===== src/rtl/shift_load_pkg.sv =====
// Shared sel codes, direction constants and FSM states for the shift-load
// sequencer and the bidirectional shift register it drives.
package shift_load_pkg;

    localparam logic [1:0] SEL_HOLD  = 2'b00;
    localparam logic [1:0] SEL_LEFT  = 2'b01;
    localparam logic [1:0] SEL_RIGHT = 2'b10;

    localparam logic DIR_RIGHT = 1'b0;
    localparam logic DIR_LEFT  = 1'b1;

    typedef enum logic [1:0] {
        IDLE,
        SHIFT,
        DONE
    } state_t;

endpackage


===== src/rtl/shift_load_sequencer.sv =====
// Accepts a parallel word over valid/ready and serialises it onto the
// sel/d0/d1 inputs of a bidirectional shift register, then pulses done.
module shift_load_sequencer
    import shift_load_pkg::*;
#(
    parameter int WIDTH = 4
) (
    input  logic             clk,
    input  logic             rst,
    input  logic             in_valid,
    output logic             in_ready,
    input  logic [WIDTH-1:0] in_data,
    input  logic             in_dir,
    output logic [1:0]       sel,
    output logic             d0,
    output logic             d1,
    output logic             busy,
    output logic             done
);

    localparam int CW = (WIDTH > 1) ? $clog2(WIDTH) : 1;
    localparam logic [CW-1:0] LAST = CW'(WIDTH - 1);

    state_t           state;
    logic [CW-1:0]    cnt;
    logic [WIDTH-1:0] word;
    logic             dir;

    logic [CW-1:0]    next_cnt;
    logic [CW-1:0]    next_idx;
    logic             next_bit;
    logic             first_bit;

    assign in_ready = (state == IDLE);

    // Outputs are registered, so each edge prepares the bit for the following cycle.
    always_comb begin
        next_cnt  = cnt + 1'b1;
        next_idx  = (dir == DIR_LEFT) ? (LAST - next_cnt) : next_cnt;
        next_bit  = word[next_idx];
        first_bit = (in_dir == DIR_LEFT) ? in_data[WIDTH-1] : in_data[0];
    end

    always_ff @(posedge clk or negedge rst) begin
        if (!rst) begin
            state <= IDLE;
            cnt   <= '0;
            word  <= '0;
            dir   <= DIR_RIGHT;
            sel   <= SEL_HOLD;
            d0    <= 1'b0;
            d1    <= 1'b0;
            busy  <= 1'b0;
            done  <= 1'b0;
        end else begin
            case (state)
                IDLE: begin
                    sel  <= SEL_HOLD;
                    d0   <= 1'b0;
                    d1   <= 1'b0;
                    busy <= 1'b0;
                    done <= 1'b0;
                    if (in_valid) begin
                        word  <= in_data;
                        dir   <= in_dir;
                        cnt   <= '0;
                        state <= SHIFT;
                        busy  <= 1'b1;
                        sel   <= (in_dir == DIR_LEFT) ? SEL_LEFT : SEL_RIGHT;
                        d0    <= (in_dir == DIR_RIGHT) & first_bit;
                        d1    <= (in_dir == DIR_LEFT) & first_bit;
                    end
                end
                SHIFT: begin
                    if (cnt == LAST) begin
                        cnt   <= '0;
                        state <= DONE;
                        sel   <= SEL_HOLD;
                        d0    <= 1'b0;
                        d1    <= 1'b0;
                        done  <= 1'b1;
                    end else begin
                        cnt <= next_cnt;
                        d0  <= (dir == DIR_RIGHT) & next_bit;
                        d1  <= (dir == DIR_LEFT) & next_bit;
                    end
                end
                DONE: begin
                    state <= IDLE;
                    done  <= 1'b0;
                    busy  <= 1'b0;
                end
                default: begin
                    state <= IDLE;
                    sel   <= SEL_HOLD;
                    d0    <= 1'b0;
                    d1    <= 1'b0;
                    busy  <= 1'b0;
                    done  <= 1'b0;
                end
            endcase
        end
    end

endmodule


===== config.mk =====
export PLATFORM = sky130hd
export DESIGN_NAME = shift_load_sequencer
export DESIGN_NICKNAME = d
export VERILOG_FILES = /design/src/rtl/shift_load_pkg.sv /design/src/rtl/shift_load_sequencer.sv
export SDC_FILE = /design/constraint.sdc
export NUM_CORES = 1
export LEC_CHECK = 0
export CAP_MARGIN = 20
export CORE_ASPECT_RATIO = 1.4
export CORE_MARGIN = 4
export CORE_UTILIZATION = 30
export DETAILED_ROUTE_END_ITERATION = 10
export GPL_ROUTABILITY_DRIVEN = 0
export PLACE_DENSITY = 0.64
export SLEW_MARGIN = 20
export SYNTH_ARGS = -nofsm -noshare
export SYNTH_HDL_FRONTEND = slang
export SYNTH_SLANG_ARGS = --single-unit

===== constraint.sdc =====
create_clock -name clk -period 1.95 [get_ports clk]
set_input_delay 0.4875 -clock clk [delete_from_list [all_inputs] [get_ports clk]]
set_output_delay 0.4875 -clock clk [all_outputs]
set_load 0.05 [all_outputs]

==> results.tsv, run 1 <==
stage	metric	value	unit
floorplan	dieWidth	48.8	um
route	drt-vias-per-instance	5.26	
sta	slew_violations	0	
route	wl_per_cell	13.4	um
clock_tree	clkTransAtPathRegs	0.08	ns
clock_tree	clock_latency	0.29	ns
sta	setup_viol	0	
setup_path	critical_path_arrival	1.23	ns
finish	final_common_cell	dfrtp_1	
floorplan	num_rows	20	
clock_tree	cts_max_level	1	
power	powerDensity	1730	nW/um^2
power	peakVddDrop	0.000655	V
grt	grt_first_pass_wirelength	2420	um
clock_tree	cts_resized	0	
sta	timing.final.crit_share	0.883	
power	leakage	0.392	nW
route	route.detailed.drc	0	
clock_tree	cts_buffer_depth	2	
setup_path	critPathLaunchType	flop	
setup_path	end_kind	output pin	
grt	antenna_found_initial	0	
clock_tree	numClockSinks	15	
sta	finalHoldViolations	0	
place	port-buffer-count	14	
route	ant_nets	0	
clock_tree	holdBufCountCts	0	
grt	grtUsageTotal	0.0986	
finish	syn2layout_area_growth	26.6	%
sta	fin_setup_tns	0	ns
grt	grt_overflow	0	
place	pre_cts_ws	0.124	ns
yosys	synth_cells	61	
finish	layout_common_cells	15 x dfrtp_1, 7 x clkdlybuf4s50_1, 7 x buf_4	
route	wl	1340	um
sta	grt_setup_unrepaired	false	
place	placed_area	861	sq um
floorplan	dieArea	3180	sq um
yosys	yosys_warnings	0	
yosys	syn_area	701	sq um
sta	tightest_slew	0.415	ns
setup_path	worst-path-max-fanout	14	
finish	utilization	0.403	
grt	first_global_vias	550	
yosys	seq_area_frac_synth	0.536	
yosys	synthDistinctLibCells	22	
setup_path	cpMaxStageDelayCell	dfrtp_1	
yosys	ys_ff_latch	15	
clock_tree	numCtsBuffers	3	
clock_tree	root_buffer	clkbuf_4	
floorplan	start_util	0.318	
grt	grt_max_degree	16	
route	drt_first_pass_iters	2	
yosys	synthesis.nets	70	
power	total_power	1.54	mW
place	dp_hpwl	1020	um
finish	drive_gt1_frac	0.256	
setup_path	crit_path_max_incr_delay	0.53	ns
finish	num_antenna_cells	0	
floorplan	ios	15	
setup_path	crit_chain	nor2_1 > buf_12	
setup_path	worstPathRequired	1.46	ns
route	vias	526	
clock_tree	post_cts_buffers	0	
finish	design_area	887	sq um
sta	layout_setup_ws	0.228	ns
finish	fin_nets	88	
sta	relSlewSlack	0.724	
sta	skew	0.00430	ns
clock_tree	cts_tree	yes	
yosys	avgSynthCellArea	11.5	sq um
route	drt_iter0_drc	1	
floorplan	core-area	2200	sq um
flow_run	cap_violations	0	
status	status	completed	
floorplan	chipHeight	65.2	um
sta	fmax	581	MHz
hold_path	hold_path.class	flop to flop	
sta	period_minus_slack	1.72	ns
setup_path	worstSetupPathType	flop to output pin	
-- synthesized netlist by cell type --
| master | count | area share |
|---|---|---|
| o31ai_1 | 1 | 0.011 |
| and4b_1 | 1 | 0.014 |
| nand2b_2 | 1 | 0.013 |
| ha_1 | 1 | 0.018 |
| a21oi_1 | 3 | 0.021 |
| nor2b_1 | 2 | 0.018 |
| dfrtp_1 | 15 | 0.54 |
| nand4b_1 | 1 | 0.013 |
| mux2_2 | 5 | 0.080 |
| nand2_1 | 6 | 0.032 |
| o21ai_1 | 2 | 0.014 |
| a32oi_1 | 1 | 0.013 |
| mux4_2 | 2 | 0.064 |
| nor2_1 | 6 | 0.032 |
| nand4_1 | 1 | 0.0089 |
| nor2_4 | 1 | 0.016 |
| o21bai_1 | 1 | 0.011 |
| buf_2 | 2 | 0.014 |
| a2bb2oi_1 | 2 | 0.025 |
| o21ai_0 | 3 | 0.021 |
| nand2b_1 | 1 | 0.0089 |
| inv_1 | 3 | 0.016 |
-- final cells by class --
cell class / count / area, sq um
sequential: 15 / 375
tap: 22 / 27.5
multi-input combinational: 41 / 304
clock buffer: 4 / 26.3
timing repair buffer: 15 / 143
inverter: 3 / 11.3
fill: 226 / 1320
-- metrics by stage --
step	hold slack, ns	std cells
CTS	0.503	100
global route	0.545	100
global placement	0.472	96
detailed placement	0.483	96
finish	0.499	100
floorplan	0.192	61
-- report_power, final --
group | internal (mW) | total, mW | leakage (nW) | switching (mW)
registers | 0.449 | 0.589 | 0.187 | 0.140
logic | 0.354 | 0.771 | 0.189 | 0.416
clock network | 0.0796 | 0.178 | 0.0150 | 0.0984
total | 0.883 | 1.54 | 0.392 | 0.655
-- cells by family (layout without fill, tap and decap cells) --
kind of cell    after synthesis  count (layout)  share of synthesized area
simple gates                 20              20                      0.155
buf+inv                       5              22                     0.0304
fa+ha+maj                     1               1                     0.0179
compound gates               13              13                      0.116
flops                        15              15                      0.536
mux                           7               7                      0.145
-- state kept, by name, indices dropped and copies added, names as in the netlist --
register / flops
state: 2
cnt: 2
done: 1
d1: 1
word: 4
d0: 1
dir: 1
busy: 1
sel: 2
-- final timing paths --
path	from	endpoint	slack [ns]	depth (start not counted)
max	state[1]	in_ready	0.23	2
min	cnt[1]	cnt[1]	0.50	2
max reg2reg	state[0]	word[0]	0.52	3
min reg2reg	cnt[1]	cnt[1]	0.50	2
max in group asynchronous	rst	cnt[1]	1.27	2
min in group asynchronous	rst	word[3]	0.51	2
-- metal layers --
layer	part of all wire	global-route usage	vias to the layer above
li1	-	-	250
met1	0.41	0.109	255
met2	0.48	0.157	16
met3	0.074	0.0385	5
met4	0.029	0.0606	0
met5	0	0	-
-- critical path, delay by kind of cell, from the launching register on --
kind                   cells  cell delay, ns
buffers and inverters      1            0.17
DFF                        1            0.53
and+or+nand+nor            1            0.25
No activity file was read; power rests on OpenSTA's default activity.
==> run 2, diff against run 1 <==
Settings changed: ABC_CLOCK_PERIOD_IN_PS set to 1950.
==> results of run 2 <==
Same layout as run 1: the final DEF is identical, and so are final timing and power.
